[config.mk]
export PLATFORM = sky130hd
export DESIGN_NAME = level_thermo_encoder
export DESIGN_NICKNAME = d
export VERILOG_FILES = /design/src/rtl/water_level_pkg.sv /design/src/rtl/thermometer_encoder.sv /design/src/rtl/level_thermo_encoder.sv
export SDC_FILE = /design/constraint.sdc
export NUM_CORES = 1
export LEC_CHECK = 0
export ABC_CLOCK_PERIOD_IN_PS = 8100
export CAP_MARGIN = 0
export CORE_ASPECT_RATIO = 1.25
export CORE_MARGIN = 2
export CORE_UTILIZATION = 55
export DETAILED_ROUTE_END_ITERATION = 7
export HOLD_SLACK_MARGIN = 0.05
export PLACE_DENSITY = 0.81
export REMOVE_ABC_BUFFERS = 1
export SLEW_MARGIN = 20
export SYNTH_ARGS = -nofsm -noshare
export SYNTH_HDL_FRONTEND = slang
export SYNTH_HIERARCHICAL = 1
export SYNTH_SLANG_ARGS = --single-unit
[constraint.sdc]
create_clock -name clk -period 8.1 [get_ports clk]
set_clock_uncertainty 0.1 [all_clocks]
set_input_delay 1.215 -clock clk [delete_from_list [all_inputs] [get_ports clk]]
set_output_delay 1.215 -clock clk [all_outputs]
set_load 0.01 [all_outputs]
[src/rtl/water_level_pkg.sv]
// Shared water-level types and the level-to-comparator encoding used by both
// the sensor emulator and the level priority decoder.
package water_level_pkg;

    localparam int LEVEL_W = 4;
    localparam int THERM_W = 16;
    localparam logic [LEVEL_W-1:0] LEVEL_MAX = 4'd15;

    typedef logic [LEVEL_W-1:0] level_t;
    typedef logic [THERM_W-1:0] therm_t;

    typedef enum logic {
        IDLE,
        RAMP
    } state_t;

    // Level 15 drops the last two comparators at once; the decoder relies on this gap.
    function automatic therm_t level_to_therm(input level_t level);
        therm_t w_pattern;
        if (level == LEVEL_MAX) begin
            w_pattern = '0;
        end else begin
            w_pattern = {THERM_W{1'b1}} >> level;
        end
        return w_pattern;
    endfunction

endpackage

[src/rtl/thermometer_encoder.sv]
// Combinational wrapper around level_to_therm so the encoding can be
// instantiated on its own (emulator output, decoder round-trip checks).
module thermometer_encoder
    import water_level_pkg::*;
(
    input  level_t i_level,
    output therm_t o_therm
);

    assign o_therm = level_to_therm(i_level);

endmodule

[src/rtl/level_thermo_encoder.sv]
// Sensor emulator: accepts a target water level and slews the emulated level
// toward it one step per STEP_CYCLES, or jumps there directly on request.
module level_thermo_encoder
    import water_level_pkg::*;
#(
    parameter int STEP_CYCLES = 1_000_000
) (
    input  logic                 clk,
    input  logic                 reset_n,
    input  logic                 target_valid,
    output logic                 target_ready,
    input  logic [LEVEL_W-1:0]   target_level,
    input  logic                 target_jump,
    output logic [LEVEL_W-1:0]   cur_level,
    output logic [THERM_W-1:0]   therm_out,
    output logic                 busy,
    output logic                 done
);

    localparam int TIMER_W = (STEP_CYCLES > 1) ? $clog2(STEP_CYCLES) : 1;
    localparam logic [TIMER_W-1:0] TIMER_LAST = TIMER_W'(STEP_CYCLES - 1);

    state_t               r_state;
    level_t               r_cur_level;
    level_t               r_target;
    logic [TIMER_W-1:0]   r_timer;
    logic                 r_done;

    state_t               w_state_next;
    level_t               w_cur_level_next;
    level_t               w_target_next;
    logic [TIMER_W-1:0]   w_timer_next;
    logic                 w_done_next;
    logic                 w_accept;
    level_t               w_step_level;

    always_ff @(posedge clk or negedge reset_n) begin
        if (!reset_n) begin
            r_state     <= IDLE;
            r_cur_level <= '0;
            r_target    <= '0;
            r_timer     <= '0;
            r_done      <= 1'b0;
        end else begin
            r_state     <= w_state_next;
            r_cur_level <= w_cur_level_next;
            r_target    <= w_target_next;
            r_timer     <= w_timer_next;
            r_done      <= w_done_next;
        end
    end

    // A RAMP is only entered with target != cur_level, so the step never wraps.
    always_comb begin
        w_state_next     = r_state;
        w_cur_level_next = r_cur_level;
        w_target_next    = r_target;
        w_timer_next     = r_timer;
        w_done_next      = 1'b0;
        w_accept         = target_valid && (r_state == IDLE);
        w_step_level     = (r_cur_level < r_target) ? r_cur_level + 4'd1
                                                    : r_cur_level - 4'd1;

        case (r_state)
            IDLE: begin
                if (w_accept) begin
                    if (target_jump || (target_level == r_cur_level)) begin
                        w_cur_level_next = target_level;
                        w_done_next      = 1'b1;
                    end else begin
                        w_target_next = target_level;
                        w_timer_next  = '0;
                        w_state_next  = RAMP;
                    end
                end
            end
            RAMP: begin
                if (r_timer == TIMER_LAST) begin
                    w_timer_next     = '0;
                    w_cur_level_next = w_step_level;
                    if (w_step_level == r_target) begin
                        w_state_next = IDLE;
                        w_done_next  = 1'b1;
                    end
                end else begin
                    w_timer_next = r_timer + TIMER_W'(1);
                end
            end
            default: begin
                w_state_next = IDLE;
            end
        endcase
    end

    thermometer_encoder u_encoder (
        .i_level (r_cur_level),
        .o_therm (therm_out)
    );

    assign cur_level    = r_cur_level;
    assign target_ready = (r_state == IDLE);
    assign busy         = (r_state == RAMP);
    assign done         = r_done;

endmodule

==> Yosys cells after proc, flatten, opt, wreduce, memory -nomap -nowiden <==
Index checks and enable logic that the tools add are counted.
{ "totals": {"register_bits": 30, "latch_bits": 0, "ram_bits": 0, "mem_bits_ro": 0, "in_bits": 8, "output_inout_bits": 23, "n_memories": 0} }
{ "classes": {"add_sub_neg": 3, "mul": 0, "n_div": 0, "order_cmp": 1, "n_eq_ne": 8, "shifts": 1, "n_mux": 20, "bitwise_logic": 2, "reduce_logical": 5} }
{ "ops": {"columns": ["op", "count"], "rows": [
  ["20-bit two-way mux", 3],
  ["20-bit one-hot mux with 2 select lines", 1],
  ["20-bit by 1-bit adder with 20-bit output, second input constant", 1],
  ["20-bit equality test, second input constant", 1],
  ["16-bit two-way mux", 1],
  ["4-bit two-way mux", 4],
  ["16-bit by 4-bit >> shifter with 16-bit output, first input constant", 1],
  ["4-bit equality test", 2],
  ["1-bit two-way mux", 8],
  ["4-bit one-hot mux with 2 select lines", 1],
  ["2-bit by 1-bit != test with 1-bit output, second input constant", 3],
  ["3-bit AND reduction", 2],
  ["4-bit by 1-bit adder with 4-bit output, second input constant", 1],
  ["4-bit equality test, second input constant", 1],
  ["4-bit less-than comparator", 1],
  ["1-bit one-hot mux with 2 select lines", 2],
  ["4-bit by 1-bit subtractor with 4-bit output, second input constant", 1],
  ["2-bit != test, second input constant", 1],
  ["1-bit inverter", 2],
  ["2-bit AND reduction", 1],
  ["1-bit logical AND", 1],
  ["1-bit logical OR", 1]
]} }

==> Depth between registers and ports, before layout <==
Gate-level depths: netlist of the first run.
{ "depth": {"depth_word": 6, "depth_mapped": 12, "mapped_depth_nobuf": 12} }

==> Modules after synthesis <==
The synthesis of the first run kept the hierarchy.
{ "modules_own_cells": {"columns": ["module", "n_inst", "cells_per_inst", "area_per_inst_um2"], "rows": [
  ["level_thermo_encoder", 1, 205, 1953.1],
  ["thermometer_encoder", 1, 21, 132.6]
]} }

==> Least setup slack after synthesis of the first run <==
Ideal clock, no wire load.
{ "synth_path": {"kind": "flip-flop to flip-flop", "startpoint": "reg r_cur_level[1] (netlist: cur_level[1])", "endpoint": "reg r_cur_level[3] (netlist: cur_level[3])", "setup_time_ns": 0.143, "arrival_time_ns": 2.827, "required_ns": 7.857, "setup_slack_ns": 5.030, "path_stages_with_launch": 12, "path_buffers": 0, "synth_period_minus_slack_ns": 3.070, "path_cell_list": "dfrtp_1 > ha_1 > nor2b_1 > o211a_1 > nor2_1 > inv_1 > ha_1 > and3_1 > or3_1 > a211o_1 > a31oi_1 > a21oi_1"} }
{ "synth_between": {"elab_chain_len": 4, "elab_cells_between_ends": 10, "classes_between": "add/sub (2); order compare (1); eq/ne (2); mux (3); reduce/logical (2)"} }
{ "synth_rtl": {"columns": ["item", "line", "source"], "rows": [
  ["from (decl)", "level_thermo_encoder.sv:24", "level_t r_cur_level;"],
  ["from (signal assigned)", "level_thermo_encoder.sv:46", "r_cur_level <= w_cur_level_next;"],
  ["4-bit by 1-bit subtractor with 4-bit output, or another cell as far along", "level_thermo_encoder.sv:62", ": r_cur_level - 4'd1;"],
  ["4-bit two-way mux or 1-bit logical OR (tied branches)", "level_thermo_encoder.sv:61, level_thermo_encoder.sv:67", null],
  ["4-bit two-way mux or 2-bit by 1-bit != test with 1-bit output (tied branches)", null, null],
  ["4-bit one-hot mux with 2 select lines or 3-bit AND reduction (tied branches)", null, null]
]} }
Several ways; a longest one is shown, not always the timed one. The select of a mux whose other input is x is not followed.
A chain may end at the register's enable or synchronous reset.

==> Final worst setup path of the first run <==
{ "layout_path": {"startpoint": "reg r_cur_level[3] (netlist: cur_level[3])", "endpoint": "reg r_cur_level[3] (netlist: cur_level[3])"} }
Same word-level chain as after synthesis.

==> summary.md, run 1 <==
| Metric | Value |
|---|---|
| Gp weighted congestion | `0.8532` |
| Post-synth ARST share | `1.000` |
| Vias after detailed routing | `1844` |
| Worst-path clk slew | `0.06 ns` |
| Final Hold Viols | `0` |
| RSZ-0062 raised after global routing | `no` |
| Io pins | `31` |
| Synth top area cells | `dfrtp_1 (36%), a21oi_1 (4.6%), ha_1 (4.2%), nand3_1 (3.1%), nand2_1 (3.1%)` |
| Post-synthesis sequential area ratio | `0.3599` |
| Min Clock Period, post-route | `3.381 ns` |
| Cell count of the worst reg-to-reg path | `11` |
| Post-Synthesis Cells | `226` |
| Post-synth EDFFs | `0` |
| Final ANT Viol Nets | `0` |
| CP max stage delay | `0.75 ns` |
| Grt total ovfl | `0` |
| # setup viols final | `0` |
| Initial core utilization | `0.5603` |
| Clock power frac | `0.172` |
| Setup tns final | `0 ns` |
| 1st-pass router iterations | `4` |
| Hold Path Sink | `r_timer[17]` |
| # port buffers | `30` |
| CTS Sinks | `30` |
| Cell area power density | `350.9 nW/um2` |
| Die W | `59.08 um` |
| Largest net degree at the start of global routing | `31` |
| Leakage power | `1.067 nW` |
| Area Overhead vs Synth | `19.68%` |
| R2r startpoint | `cur_level[3]` |
| Crit path buf inv count | `2` |
| Hold Crit Class | `flip-flop to flip-flop` |
| Crit-path max FO | `22` |
| Worst R2R Setup Slack | `4.72 ns` |
| Longest Clk Path Bufs | `2` |
| Num CTS Buffers | `5` |
| Hold path depth | `1` |
| Final wirelength | `4676 um` |
| Number of global-route vias before repair | `1822` |
| Startpoint types | `flip-flop` |
| Layout cell share with drive strength beyond 1 | `0.1094` |
| Syn. warnings | `6` |
| Total of max-cap violations | `0` |
| Hold path startpoint | `r_timer[17]` |
| VDD IR max | `0.1818 mV` |
| Max-slew violation count | `0` |
| DP HPWL | `3319 um` |
| # diodes | `0` |
| Std-Cell Rows | `25` |
| R2R Path End | `cur_level[3]` |
| Drt via density | `6.230` |
| Worst Setup Path Type | `flip-flop to flip-flop` |
| Outcome | `completed` |
| Share of the synthesized area in the top cell type | `0.3599` |
| Sequential power share | `0.313` |
| Final net count | `271` |
| Post-synth top area cell | `dfrtp_1` |
| H-tree Lvls | `2` |
| First-pass GRT wire length | `8142 um` |
| Fmax | `295.8 MHz` |
| Max stage delay cell, worst path | `dfrtp_1` |
| Area of the die | `4304 um2` |
| Leading cell types in the layout, fill and taps excluded | `dfrtp_1 (30), clkdlybuf4s50_1 (30), a21oi_1 (19), nand2_1 (17), nand3_1 (13)` |
| Int Power | `0.0005232 W` |
| Die H | `72.85 um` |
| Iter 0 DRT Violations | `54` |
| Core box area | `3722 um2` |
| Mapped cell area | `2086 um2` |
| PostCTS Resize Cnt | `0` |
| Final Non-Filler Cells | `296` |
| Synth Flop Type | `dfrtp_1` |
| Switching share of power | `0.4027` |
| Final core occ | `0.6706` |
| Initial antenna violation count | `0` |
| Post-synth cell types | `52` |
| Postcts setup bufs | `0` |
| WP data required | `8.14 ns` |
| Root Buffer | `clkbuf_8` |
| Tcrit/Tclk final | `0.4174` |
| Seq cells post-synth | `30` |
| Switching power | `0.0003527 W` |
| Worst slew pin tran | `1.068 ns` |
| DRC Markers | `0` |
| Worst slew margin | `0.2883` |
| Crit path max-delay family | `simple AND/OR/NAND/NOR gates` |
| WP data arrival | `3.42 ns` |
| Global Route Usage Sum | `0.2468` |
| CTS tree | `yes` |
| Logic gate share of total power | `0.515` |
| Clock latency at the later pin of the worst-skew pair | `0.29 ns` |
| Routed WL per cell | `15.80 um` |
| Placed cell count | `288` |
| Critical path endpoint category | `flip-flop` |
| CP cell instances | `ha_1 -> a21oi_1 -> inv_1 -> nor2_1 -> inv_1 -> ha_1 -> and3_1 -> or3_1 -> a211o_1 -> a31oi_1 -> a21oi_1` |
| Average size of a mapped cell | `9.229 um2` |
| Hold Buf Count CTS | `0` |
## power by group through the flow
stage / Combinational [W] / Sequential, W / Clock, W
CTS: 0.000453 / 0.000273 / 0.000154
global route: 0.000505 / 0.000284 / 0.000158
global placement: 0.000436 / 0.000272 / 0
finish: 0.000451 / 0.000274 / 0.000151
detailed placement: 0.000451 / 0.000276 / 0
floorplan: 0.000290 / 0.000260 / 0
## metrics by stage
stage	total power, W	setup slack, ns	area [um2]	hold slack [ns]
floorplan	0.0005507	4.995	2022	0.3552
global placement	0.0007075	4.860	2387	0.3891
detailed placement	0.0007263	4.725	2387	0.3978
CTS	0.0008796	4.718	2496	0.4062
global route	0.0009473	4.409	2496	0.4376
finish	0.0008758	4.719	2496	0.4055
## cells in the mapped netlist, types with 5 or more instances
master and count:
ha_1 7, a21o_1 8, o21ai_0 11, xnor2_1 7, dfrtp_1 30, nor2_1 12
a22o_1 5, nor3_1 6, buf_2 5, a21oi_1 19, nand2_1 17, nand3_1 13
inv_1 12, nand4_1 5, a31oi_1 5
## state kept, by name, indices dropped and copies added, names as in the netlist
name / flops
r_target: 4
busy: 1
done: 1
r_timer: 20
cur_level: 4
## area by class of cell
class / instances / area, um2
multi-input cells: 174 / 1226
fillers: 297 / 1226
flip-flops and latches: 30 / 750.7
repair buffers: 32 / 315.3
clock buffers: 5 / 68.82
well taps: 40 / 50.05
inverters: 12 / 45.04
clock inverters: 3 / 40.04
## worst max-delay path by stage
stage / from / cells after the start / endpoint / slack (ns)
CTS: cur_level[3] / 11 / cur_level[3] / 4.72
global placement: cur_level[3] / 11 / cur_level[3] / 4.86
global route: cur_level[3] / 11 / cur_level[3] / 4.41
finish: cur_level[3] / 11 / cur_level[3] / 4.72
floorplan: cur_level[3] / 11 / cur_level[3] / 5.00
detailed placement: cur_level[3] / 11 / cur_level[3] / 4.73
## logic make-up after synthesis
| group | Yosys count | share of synthesized area |
|---|---|---|
| buf+inv | 22 | 0.05218 |
| xor+xnor | 8 | 0.04019 |
| mux | 8 | 0.04079 |
| simple gates | 82 | 0.2364 |
| compound gates | 68 | 0.2190 |
| fa+ha+maj | 8 | 0.05159 |
| flops | 30 | 0.3599 |
## metal layers
layer / part of all wire / track usage
met4: 0.020 / 0.1035
met2: 0.52 / 0.4420
met5: 0 / 0
met3: 0.046 / 0.04610
met1: 0.41 / 0.2820
No activity file was read; power rests on OpenSTA's default activity.
==> inputs of run 2 (changes only) <==
ABC_CLOCK_PERIOD_IN_PS = 3500   (was 8100)
CORE_UTILIZATION = 54   (was 55)
PLACE_DENSITY = 0.8   (was 0.81)
clock period = 3.5 ns   (was 8.1 ns; I/O delays follow)
==> summary.md, run 2 (synthesis gave the netlist of run 1 again) <==
| Metric | Value |
|---|---|
| Max reg flops | `20 (unchanged)` |
| CTS tree | `yes` |
| Core box area | `3754 um2 (+0.84%)` |
| Largest Register | `r_timer` |
| # setup viols final | `0 (unchanged)` |
| Grt total ovfl | `0 (unchanged)` |
| Startpoint types | `flip-flop` |
| PostCTS Resize Cnt | `0 (unchanged)` |
| Worst R2R Setup Slack | `0.50 ns (-4.21 ns)` |
| Fmax | `333.9 MHz (+13%)` |
| DP HPWL | `3316 um (about the same)` |
| Area of the die | `4379 um2 (+1.7%)` |
| Vias after detailed routing | `1807 (-2.0%)` |
| Leading cell types in the layout, fill and taps excluded | `dfrtp_1 (30), clkdlybuf4s50_1 (30), a21oi_1 (19), nand2_1 (17), nand3_1 (13)` |
| Clock latency at the later pin of the worst-skew pair | `0.28 ns (about the same)` |
| Worst-path clk slew | `0.07 ns (about the same)` |
| Num CTS Buffers | `5 (unchanged)` |
| # port buffers | `30 (unchanged)` |
| 1st-pass router iterations | `4 (unchanged)` |
| Initial core utilization | `0.5557 (-0.004669)` |
| Area after DPL | `2417 um2 (+1.3%)` |
| H-tree Lvls | `2 (unchanged)` |
| Fill cells | `309 (+4.0%)` |
| Metal1 wirelength | `2000 um (+4.3%)` |
| Root Buffer | `clkbuf_8` |
| Number of global-route vias before repair | `1692 (-7.1%)` |
| Iter 0 DRT Violations | `91 (+69%)` |
| Global Route Usage Sum | `0.2353 (-0.01151)` |
| Worst Setup Path Type | `flip-flop to flip-flop` |
| Hold Buf Count CTS | `0 (unchanged)` |
| Met2 wire length | `2451 um (+0.20%)` |
| Max-slew violation count | `0 (unchanged)` |
| Worst setup startpoint | `cur_level[0]` |
| VDD IR max | `0.4521 mV (+150%)` |
| Layout cell share with drive strength beyond 1 | `0.1192 (+0.009856)` |
| Setup tns final | `0 ns (unchanged)` |
| Routed WL per cell | `15.74 um (-0.34%)` |
| Min Clock Period, post-route | `2.995 ns (-0.3859 ns)` |
| Crit-path max FO | `8 (-64%)` |
| Outcome | `completed` |
| # diodes | `0 (unchanged)` |
| R2r startpoint | `cur_level[0]` |
| Std-Cell Rows | `25 (unchanged)` |
| Worst slew pin tran | `0.6423 ns (-0.4253 ns)` |
| Area Overhead vs Synth | `20.64%` |
| WP data arrival | `3.03 ns (-0.39 ns)` |
| RSZ-0062 raised after global routing | `no` |
| Max layer used | `met4` |
| Critical path endpoint category | `flip-flop` |
| Design area | `2516 um2 (+0.80%)` |
| Final net count | `275 (+1.5%)` |
| Tcrit/Tclk final | `0.8557 (+0.4383)` |
| Final Hold Viols | `0 (unchanged)` |
| WL met3 | `207 um (-4.6%)` |
| Die H | `73.49 um (+0.87%)` |
| Worst Setup EP | `cur_level[3]` |
| Postcts setup bufs | `0 (unchanged)` |
| Io pins | `31 (unchanged)` |
| Cell count of the worst reg-to-reg path | `12 (+1)` |
| Die W | `59.59 um (+0.85%)` |
| DRC Markers | `0 (unchanged)` |
| Initial antenna violation count | `0 (unchanged)` |
| Hold Crit Class | `flip-flop to flip-flop` |
| Final wirelength | `4723 um (+1.0%)` |
| CTS Sinks | `30 (unchanged)` |
| Total of max-cap violations | `0 (unchanged)` |
| WP data required | `3.53 ns (-4.61 ns)` |
| Worst slew margin | `0.5709 (+0.2826)` |
| Drt via density | `6.023 (-3.3%)` |
| Longest Clk Path Bufs | `2 (unchanged)` |
| Largest net degree at the start of global routing | `31 (unchanged)` |
| Final ANT Viol Nets | `0 (unchanged)` |
| Gp weighted congestion | `0.8028 (-5.9%)` |
| R2R Path End | `cur_level[3]` |
| Leakage power | `1.078 nW (+1.0%)` |
| Cell area power density | `796.9 nW/um2 (+130%)` |
| First-pass GRT wire length | `7728 um (-5.1%)` |
[run 2: cell count changes in the layout (fill, tap and decap cells not counted), sizes merged]
cell and delta:
clkinv -1, buf +4, clkbuf +2, bufinv -1
[run 2: metal layers]
layer	up-vias	global-route usage
met5	-	0
met4	0	0.08148
met3	6	0.04577
met2	48	0.4078
met1	853	0.2883
li1	900	-
[run 2: final cells by class]
| cell class | instances | area, um2 | share of cell area |
|---|---|---|---|
| Inverter | 12 | 45.04 | 0.01790 |
| Clock buffer | 7 | 86.33 | 0.03431 |
| Tap cell | 40 | 50.05 | 0.01989 |
| Sequential cell | 30 | 750.7 | 0.2984 |
| Clock inverter | 1 | 5.005 | 0.001989 |
| Timing Repair Buffer | 36 | 345.3 | 0.1372 |
| Multi-Input combinational cell | 174 | 1234 | 0.4903 |
[run 2: how the worst min path moves through the flow]
stage / from / endpoint / slack [ns] / cells after the start
2_1_floorplan: reset_n / busy / 0.13 / 0
5_1_grt: r_target[2] / r_target[2] / 0.45 / 1
3_3_place_gp: r_timer[17] / r_timer[17] / 0.38 / 1
6_report: r_timer[17] / r_timer[17] / 0.40 / 1
4_1_cts: r_timer[17] / r_timer[17] / 0.40 / 1
3_5_place_dp: r_timer[17] / r_timer[17] / 0.39 / 1
[run 2: critical path: stages, from the launching register on]
cell     delay [ns]
dfrtp_1        0.47
inv_1          0.15
ha_1           0.16
nor2b_1        0.04
o211a_1        0.23
nor2_1         0.15
inv_1          0.08
ha_1           0.32
and3_1         0.19
or3_1          0.40
a211o_1        0.31
a31oi_1        0.16
a21oi_1        0.09
[run 2: power by group]
| group | leakage (nW) | switching, W | total [W] | internal (W) |
|---|---|---|---|---|
| clock | 0.0482 | 0.000129 | 0.000288 | 0.000158 |
| sequential | 0.382 | 0.000118 | 0.000556 | 0.000439 |
| combinational | 0.648 | 0.000560 | 0.00116 | 0.000601 |
[run 2: metrics by stage]
step                instances  worst slack (ns)  hold slack [ns]  total power, W  utilization
finish                    300            0.5049           0.4035        0.002005       0.6703
CTS                       300            0.5384           0.4027        0.002010       0.6683
detailed placement        292            0.5529           0.3889        0.001716       0.6440
global placement          292            0.6308           0.3843        0.001682       0.6440
global route              300            0.3686           0.4484        0.002151       0.6703
floorplan                 216            0.3953           0.1294        0.001275            -
